[config.mk]
export PLATFORM = sky130hd
export DESIGN_NAME = eeprom_ram_bridge
export DESIGN_NICKNAME = d
export VERILOG_FILES = /design/src/rtl/eeprom_ram_bridge.sv
export SDC_FILE = /design/constraint.sdc
export NUM_CORES = 1
export LEC_CHECK = 0
export CAP_MARGIN = 15
export CORE_ASPECT_RATIO = 0.75
export CORE_MARGIN = 2
export CORE_UTILIZATION = 40
export DETAILED_ROUTE_END_ITERATION = 16
export PLACE_DENSITY = 0.71
export REMOVE_ABC_BUFFERS = 1
export SLEW_MARGIN = 5
export SYNTH_ARGS = -nofsm -noshare
export SYNTH_HDL_FRONTEND = slang
export SYNTH_SLANG_ARGS = --single-unit
[constraint.sdc]
create_clock -name clk -period 2.3 [get_ports clk]
set_clock_uncertainty 0.15 [all_clocks]
set_input_delay 0.23 -clock clk [delete_from_list [all_inputs] [get_ports clk]]
set_output_delay 0.23 -clock clk [all_outputs]
set_load 0.05 [all_outputs]
[src/rtl/eeprom_ram_bridge.sv]
// eeprom_ram_bridge: services the 24C0x model's byte-wide RAM port against the
// shared save-memory bus. It maps EEPROM addresses into the save region, tracks
// dirty state and write count for the flush logic, and times out a silent bus.
//
// state   | meaning
// --------+-----------------------------------------------------------------
// S_IDLE  | waiting for ee_write / ee_read; write wins when both are high
// S_MEM_RD| mem_rd held, waiting for mem_ack or timeout
// S_MEM_WR| mem_wr held, waiting for mem_ack or timeout
// S_DONE  | ee_done held until the serviced strobe drops
module eeprom_ram_bridge #(
   parameter int                ADDR_W  = 18,
   parameter logic [ADDR_W-1:0] BASE    = '0,
   parameter int                TIMEOUT = 1023
) (
   input  logic              clk,
   input  logic              reset_n,
   input  logic [7:0]        size_mask,
   input  logic [7:0]        ee_addr,
   input  logic [7:0]        ee_wdata,
   input  logic              ee_read,
   input  logic              ee_write,
   output logic [7:0]        ee_rdata,
   output logic              ee_done,
   output logic [ADDR_W-1:0] mem_addr,
   output logic [7:0]        mem_wdata,
   output logic              mem_rd,
   output logic              mem_wr,
   input  logic [7:0]        mem_rdata,
   input  logic              mem_ack,
   output logic              dirty,
   input  logic              dirty_clr,
   output logic [15:0]       write_count,
   output logic              timeout_err
);

   localparam logic [1:0] S_IDLE   = 2'd0;
   localparam logic [1:0] S_MEM_RD = 2'd1;
   localparam logic [1:0] S_MEM_WR = 2'd2;
   localparam logic [1:0] S_DONE   = 2'd3;

   // Counter wide enough to hold TIMEOUT; at least one bit so it exists when disabled.
   localparam int CNT_W = (TIMEOUT > 1) ? $clog2(TIMEOUT + 1) : 1;
   // The counter starts at 0 on the first request cycle, so the last waiting
   // cycle is TIMEOUT-1; the request is then held for exactly TIMEOUT cycles.
   localparam logic [CNT_W-1:0] TO_LAST = (TIMEOUT > 0) ? CNT_W'(TIMEOUT - 1) : '0;

   logic [1:0]        state_q, state_d;
   logic              op_wr_q, op_wr_d;
   logic [CNT_W-1:0]  cnt_q, cnt_d;
   logic [7:0]        ee_rdata_q, ee_rdata_d;
   logic              ee_done_q, ee_done_d;
   logic [ADDR_W-1:0] mem_addr_q, mem_addr_d;
   logic [7:0]        mem_wdata_q, mem_wdata_d;
   logic              mem_rd_q, mem_rd_d;
   logic              mem_wr_q, mem_wr_d;
   logic              dirty_q, dirty_d;
   logic [15:0]       write_count_q, write_count_d;
   logic              timeout_err_q, timeout_err_d;

   logic [ADDR_W-1:0] mapped_addr;
   logic [15:0]       wc_base;
   logic              timeout_hit;
   logic              strobe_gone;

   // Next-state logic for the access FSM and the dirty / count bookkeeping.
   always_comb begin
      state_d       = state_q;
      op_wr_d       = op_wr_q;
      cnt_d         = cnt_q;
      ee_rdata_d    = ee_rdata_q;
      ee_done_d     = ee_done_q;
      mem_addr_d    = mem_addr_q;
      mem_wdata_d   = mem_wdata_q;
      mem_rd_d      = mem_rd_q;
      mem_wr_d      = mem_wr_q;
      timeout_err_d = timeout_err_q;

      mapped_addr = BASE + ADDR_W'(ee_addr & size_mask);
      timeout_hit = (TIMEOUT != 0) && (cnt_q == TO_LAST);
      strobe_gone = op_wr_q ? !ee_write : !ee_read;

      // A clear and a write completion in the same cycle: completion wins,
      // leaving dirty set and the count at exactly one.
      wc_base       = dirty_clr ? 16'h0000 : write_count_q;
      dirty_d       = dirty_clr ? 1'b0 : dirty_q;
      write_count_d = wc_base;

      case (state_q)
         S_IDLE: begin
            cnt_d = '0;
            if (ee_write) begin
               mem_addr_d  = mapped_addr;
               mem_wdata_d = ee_wdata;
               mem_wr_d    = 1'b1;
               op_wr_d     = 1'b1;
               state_d     = S_MEM_WR;
            end else if (ee_read) begin
               mem_addr_d = mapped_addr;
               mem_rd_d   = 1'b1;
               op_wr_d    = 1'b0;
               state_d    = S_MEM_RD;
            end
         end
         S_MEM_RD, S_MEM_WR: begin
            if (mem_ack) begin
               mem_rd_d  = 1'b0;
               mem_wr_d  = 1'b0;
               ee_done_d = 1'b1;
               state_d   = S_DONE;
               if (state_q == S_MEM_RD) begin
                  ee_rdata_d = mem_rdata;
               end else begin
                  dirty_d       = 1'b1;
                  write_count_d = (wc_base == 16'hFFFF) ? wc_base : wc_base + 16'd1;
               end
            end else if (timeout_hit) begin
               mem_rd_d      = 1'b0;
               mem_wr_d      = 1'b0;
               ee_done_d     = 1'b1;
               timeout_err_d = 1'b1;
               state_d       = S_DONE;
               if (state_q == S_MEM_RD) begin
                  ee_rdata_d = 8'hFF;
               end
            end else begin
               cnt_d = cnt_q + 1'b1;
            end
         end
         S_DONE: begin
            if (strobe_gone) begin
               ee_done_d = 1'b0;
               state_d   = S_IDLE;
            end
         end
         default: begin
            state_d = S_IDLE;
         end
      endcase
   end

   // State and output registers; reset abandons any outstanding request.
   always_ff @(posedge clk or negedge reset_n) begin
      if (!reset_n) begin
         state_q       <= S_IDLE;
         op_wr_q       <= 1'b0;
         cnt_q         <= '0;
         ee_rdata_q    <= 8'hFF;
         ee_done_q     <= 1'b0;
         mem_addr_q    <= '0;
         mem_wdata_q   <= 8'h00;
         mem_rd_q      <= 1'b0;
         mem_wr_q      <= 1'b0;
         dirty_q       <= 1'b0;
         write_count_q <= 16'h0000;
         timeout_err_q <= 1'b0;
      end else begin
         state_q       <= state_d;
         op_wr_q       <= op_wr_d;
         cnt_q         <= cnt_d;
         ee_rdata_q    <= ee_rdata_d;
         ee_done_q     <= ee_done_d;
         mem_addr_q    <= mem_addr_d;
         mem_wdata_q   <= mem_wdata_d;
         mem_rd_q      <= mem_rd_d;
         mem_wr_q      <= mem_wr_d;
         dirty_q       <= dirty_d;
         write_count_q <= write_count_d;
         timeout_err_q <= timeout_err_d;
      end
   end

   assign ee_rdata    = ee_rdata_q;
   assign ee_done     = ee_done_q;
   assign mem_addr    = mem_addr_q;
   assign mem_wdata   = mem_wdata_q;
   assign mem_rd      = mem_rd_q;
   assign mem_wr      = mem_wr_q;
   assign dirty       = dirty_q;
   assign write_count = write_count_q;
   assign timeout_err = timeout_err_q;

endmodule

==> flow_summary.json, run 1 <==
{
  "outcome": "finished, final reports clean",
  "numCtsBuffers": 9,
  "htreeDepth": 3,
  "use_met1": 0.2400,
  "synth.most_common_cell": "dfrtp_1",
  "grtUsageTotal": 0.1759,
  "path_cells": "clkdlybuf4s50_1",
  "die-area_mm2": 0.008010,
  "hp-class": "in -> async",
  "p_clk_frac": 0.171,
  "setup_slack_ps": 179.7,
  "fin_crit_ps": 2120,
  "power_switching_uw": 2199,
  "cts_tree": "done",
  "met2_usage": 0.2464,
  "hpwl_um": 4756,
  "relSlewSlack": 0.5418,
  "place.gp.congestion": 0.7803,
  "regArea_mm2": 0.001461,
  "dr_total_vias": 2500,
  "fill_cells": 613,
  "drc": 0,
  "drv_slew": 0,
  "ant_nets": 0,
  "wire_per_inst_um": 13.91,
  "maxCapViolations": 0,
  "globalRoute.totalOverflow": 0,
  "r2r_start": "state_q[1]",
  "viasPerCell": 5.219,
  "design_area_mm2": 0.004089,
  "drive_gt1_frac": 0.1549,
  "cellLeakagePower_uw": 0.001732,
  "areaGrowthSynthToFinish_pct": 39.96,
  "critPathSlowestCell": "clkdlybuf4s50_1",
  "worst-setup-path-type": "reg -> out",
  "ys_async_sr_fraction": 1.000,
  "ys_ff_latch": 58,
  "hold_viol_final": 0,
  "power_density_mw_per_mm2": 1223,
  "worstSkewPairLatency_ps": 330,
  "yosysSeqAreaShare": 0.5002,
  "instances_no_fill": 479,
  "initial_core_util": 0.4216,
  "cts_sinks": 58,
  "diodes": 0,
  "cts_buffer_depth": 2,
  "wirelength_um": 6661,
  "synth_top_area_frac": 0.4283,
  "path_buf_inv": 1,
  "die_h_um": 78.01,
  "ioPinCount": 93,
  "crit_start": "write_count[4]",
  "p_int_uw": 2803,
  "crit_required_ps": 1920,
  "grt_pass1_vias": 2297,
  "path_clk_slew_ps": 60,
  "port_buffers": 82,
  "cts-root-buf": "clkbuf_8",
  "synth.distinct_cells": 59,
  "ys.flop_type": "dfrtp_1",
  "dpl-instance-area_mm2": 0.003861,
  "synth_area_leaders": "dfrtp_1, dfstp_2, mux2_2, nand2_1, o21ai_0",
  "fin_crit_sh": 0.9219,
  "grt_setup_unrepaired": "false",
  "yosysWarnings": 0,
  "grt_util_met3": 0.07836,
  "synth_cells": 280,
  "multiInputGateArea_mm2": 0.001334,
  "cp-end-kind": "primary output",
  "dpl.cell_count": 459,
  "worst_slew_pin_slew_ps": 676.6,
  "fin_nets": 419,
  "finish.utilization": 0.5901,
  "cp_top_family": "buffers and inverters",
  "grt_pass1_wl_um": 10870,
  "num_rows": 26,
  "busiest_layer": "met2",
  "crit_fanout": 8,
  "grt_max_degree": 59,
  "synth_area_leader_cell": "dfrtp_1",
  "pwr-share-comb": 0.514,
  "synth_commonest_cells": "dfrtp_1, nand2_1, o21ai_0",
  "firstDrtPassIters": 4,
  "die_w_um": 102.7,
  "fmax_mhz": 471.6,
  "avgSynthCellArea_um2": 10.43,
  "antenna_found_initial": 0,
  "cp_slowest_stage_delay_ps": 870,
  "setup_viol": 0,
  "start_kind": "register",
  "pre_cts_ws_ps": -11.23,
  "seq_power_share": 0.315,
  "drt_iter0_drc": 176,
  "switching_share": 0.4396,
  "ir_drop_v": 0.0008044,
  "syn_area_mm2": 0.002922,
  "arrival_ps": 1740,
  "floorplan.core_area_mm2": 0.006929,
  "synth-edff-count": 0
}
-- metal layers --
layer  up-vias  routed length [um]
li1       1195                   -
met1      1199                3085
met2        95                2799
met3        11                 635
met4         0                 140
met5         -                   0
-- timing repair --
action                                  CTS  global route
hold buffers                              1             0
hold endpoints to repair                 50             0
endpoints found under the setup margin    0             2
resized for setup                         0             2
setup buffers                             0             3
-- power by group through the flow --
stage	Combinational, uW	Sequential (uW)	Clock, uW
global placement	2500	1580	0
finish	2570	1580	857
detailed placement	2530	1600	0
global route	2750	1620	936
CTS	2540	1590	888
floorplan	805	2460	0
-- metrics by stage --
| stage | TNS (ps) | total power, uW | hold WS (ps) |
|---|---|---|---|
| detailed placement | -11.23 | 4127 | 107.0 |
| CTS | 0 | 5013 | 278.1 |
| global route | 0 | 5309 | 286.2 |
| global placement | 0 | 4084 | 108.1 |
| floorplan | 0 | 3264 | -215.6 |
| finish | 0 | 5001 | 283.0 |
-- flip-flops by register name, indices dropped and copies added (netlist names) --
name / cells
mem_addr: 8
cnt_q: 10
state_q: 2
write_count: 16
mem_wdata: 8
ee_rdata: 8
op_wr_q: 1
timeout_err: 1
ee_done: 1
mem_rd: 1
dirty: 1
mem_wr: 1
-- placed cells by master, fill, tap and decap left out, types with 4 or more instances in the layout --
cell type	Yosys	layout
clkdlybuf4s50_1	0	81
dfrtp_1	50	50
nand2_1	30	30
o21ai_0	22	22
a21oi_1	14	14
buf_4	13	14
clkbuf_8	0	12
inv_1	10	10
nor2_1	10	10
mux2_2	10	10
conb_1	1	10
nand3_1	8	8
nand4b_1	8	8
o21a_1	8	8
dfstp_2	8	8
or3_1	6	6
o31ai_1	5	5
ha_1	5	5
or4_1	4	4
and3_1	4	4
-- cell families (layout without fill, tap and decap cells) --
group,Yosys count,after routing,synth area share
AND/OR/NAND/NOR,95,95,0.1923
AO/OA/AOI/OAI,74,74,0.1705
flip-flops,58,58,0.5002
buffers and inverters,32,124,0.05910
multiplexers,13,13,0.04925
adder cells (fa/ha/maj),5,5,0.02141
XOR/XNOR,2,2,0.005997
other,1,10,0.001284
-- path summary, 6_finish.rpt --
check | slack, ps | endpoint | depth (start not counted)
min | 280 | write_count[0] | 3
min reg2reg | 320 | timeout_err | 1
max reg2reg | 200 | write_count[14] | 6
max | 180 | write_count[4] | 1
min in group clk | 300 | mem_addr[1] | 3
max in group asynchronous | 1410 | ee_rdata[1] | 3
-- layout make-up --
class,count,share of cell area
clock inverters,2,0.002448
flip-flops and latches,58,0.3574
well taps,98,0.02999
clock buffers,14,0.04223
inverters,10,0.009180
repair buffers,98,0.2326
multi-input cells,199,0.3262
(Power assumes the default switching activity.)
==> run 2, diff against run 1 <==
CTS_BUF_LIST = sky130_fd_sc_hd__clkbuf_2 sky130_fd_sc_hd__clkbuf_4 sky130_fd_sc_hd__clkbuf_8   (was default)
==> run 2 against run 1 <==
Die area unchanged. Critical path depth did not move. Worst hold slack got worse by 2.6 ps. Critical path type unchanged. Largest power group unchanged.
==> flow_summary.json, run 2 (synthesis results as in run 1) <==
{
  "outcome": "finished, final reports clean",
  "place.gp.congestion": 0.7803,
  "p_int_uw": 2826,
  "largest_reg_flops": 16,
  "worst_slew_pin_slew_ps": 677.2,
  "start_kind": "register",
  "drt_iter0_drc": 158,
  "hpwl_um": 4756,
  "htreeDepth": 3,
  "cp_slowest_stage_delay_ps": 880,
  "wire_per_inst_um": 14.03,
  "arrival_ps": 1750,
  "r2r_start": "state_q[1]",
  "maxCapViolations": 0,
  "grt_pass1_wl_um": 10920,
  "fmax_mhz": 468.7,
  "cts_sinks": 58,
  "relSlewSlack": 0.5414,
  "grtUsageTotal": 0.1765,
  "drc": 0,
  "fill_cells": 609,
  "crit_fanout": 8,
  "drv_slew": 0,
  "pwr-share-comb": 0.511,
  "areaGrowthSynthToFinish_pct": 40.21,
  "finish.utilization": 0.5912,
  "ir_drop_v": 0.0008053,
  "dpl.cell_count": 459,
  "grt_max_degree": 59,
  "path_clk_slew_ps": 70,
  "antenna_found_initial": 0,
  "cts-root-buf": "clkbuf_8",
  "grt_setup_unrepaired": "false",
  "power_switching_uw": 2206,
  "cp_top_family": "buffers and inverters",
  "design_area_mm2": 0.004096,
  "holdWs_ps": 280.4,
  "crit_required_ps": 1920,
  "globalRoute.totalOverflow": 0,
  "diodes": 0,
  "firstDrtPassIters": 5,
  "ff2ff_setup_slack_ps": 200,
  "reg2reg_depth": 6,
  "initial_core_util": 0.4216,
  "final_common_cell": "clkdlybuf4s50_1",
  "cts_buffer_depth": 2,
  "setup_viol": 0,
  "num_rows": 26,
  "die_w_um": 102.7,
  "seq_power_share": 0.313,
  "hold_viol_final": 0,
  "dr_total_vias": 2489,
  "fin_nets": 419,
  "worstSkewPairLatency_ps": 330,
  "p_clk_frac": 0.176,
  "drive_gt1_frac": 0.1601,
  "port_buffers": 82,
  "worst-setup-path-type": "reg -> out",
  "wirelength_um": 6719,
  "cp-end-kind": "primary output",
  "rr_endpoint": "state_q[1]",
  "fin_crit_sh": 0.9276,
  "ioPinCount": 93,
  "numCtsBuffers": 9,
  "power_uw": 5033,
  "switching_share": 0.4384,
  "viasPerCell": 5.196,
  "fin_crit_ps": 2133,
  "path_cells": "clkdlybuf4s50_1",
  "instances_no_fill": 479,
  "ant_nets": 0,
  "path_buf_inv": 1,
  "floorplan.core_area_mm2": 0.006929,
  "die-area_mm2": 0.008010,
  "cellLeakagePower_uw": 0.001739,
  "power_density_mw_per_mm2": 1229,
  "hp-class": "in -> async",
  "dpl-instance-area_mm2": 0.003861,
  "critPathSlowestCell": "clkdlybuf4s50_1",
  "mostFrequentLayoutCells": "clkdlybuf4s50_1, dfrtp_1, nand2_1",
  "grt_pass1_vias": 2299,
  "cts_tree": "done",
  "die_h_um": 78.01
}
==> run 2: final cells by class <==
cell class | instances | area (um^2) | area share
Sequential cell | 58 | 1461 | 0.3567
Multi-Input combinational cell | 199 | 1334 | 0.3256
Timing Repair Buffer | 98 | 950.9 | 0.2321
Clock buffer | 14 | 180.2 | 0.04398
Tap cell | 98 | 122.6 | 0.02993
Inverter | 10 | 37.54 | 0.009163
Clock inverter | 2 | 10.01 | 0.002443
==> run 2: metal layers <==
layer / vias to the layer above / share of wire / track usage
met2: 94 / 0.42 / 0.2471
met3: 9 / 0.10 / 0.07836
met4: 0 / 0.017 / 0.06400
met5: - / 0 / 0
li1: 1196 / - / -
met1: 1190 / 0.46 / 0.2412
==> run 2: power groups by stage <==
stage	registers [uW]	clock network, uW	logic [uW]
2_1_floorplan	2460	0	805
3_3_place_gp	1580	0	2500
3_5_place_dp	1600	0	2530
4_1_cts	1590	911	2540
5_1_grt	1620	960	2750
6_report	1580	883	2570
==> run 2: how the worst max path moves through the flow <==
stage / start / endpoint / slack [ps] / cells after the start
global placement: dirty_clr / write_count[6] / 60 / 5
floorplan: state_q[0] / write_count[6] / 30 / 6
CTS: state_q[0] / write_count[6] / 50 / 6
global route: state_q[1] / write_count[14] / 20 / 6
finish: write_count[4] / write_count[4] / 170 / 1
detailed placement: dirty_clr / write_count[6] / -10 / 5
==> run 2: what timing repair did <==
| item | in CTS | in global routing |
|---|---|---|
| endpoints found under the setup margin | 0 | 2 |
| resized for setup | 0 | 2 |
| hold buffers | 1 | 0 |
| buffers inserted | 0 | 3 |
| endpoints found under the hold margin | 50 | 0 |
==> run 2: worst register-to-register path, delay by kind of cell, from the launching register on <==
kind	cells	cell delay, ps
AOI/OAI and AO/OA	3	780
DFF	1	380
adders and majority gates	1	330
and+or+nand+nor	1	260
buffers and inverters	1	90
==> run 2: per-stage QoR <==
| step | worst slack [ps] | setup TNS, ps |
|---|---|---|
| floorplan | 27.18 | 0 |
| global placement | 57.83 | 0 |
| detailed placement | -11.23 | -11.23 |
| CTS | 52.41 | 0 |
| global route | 22.56 | 0 |
| finish | 166.6 | 0 |
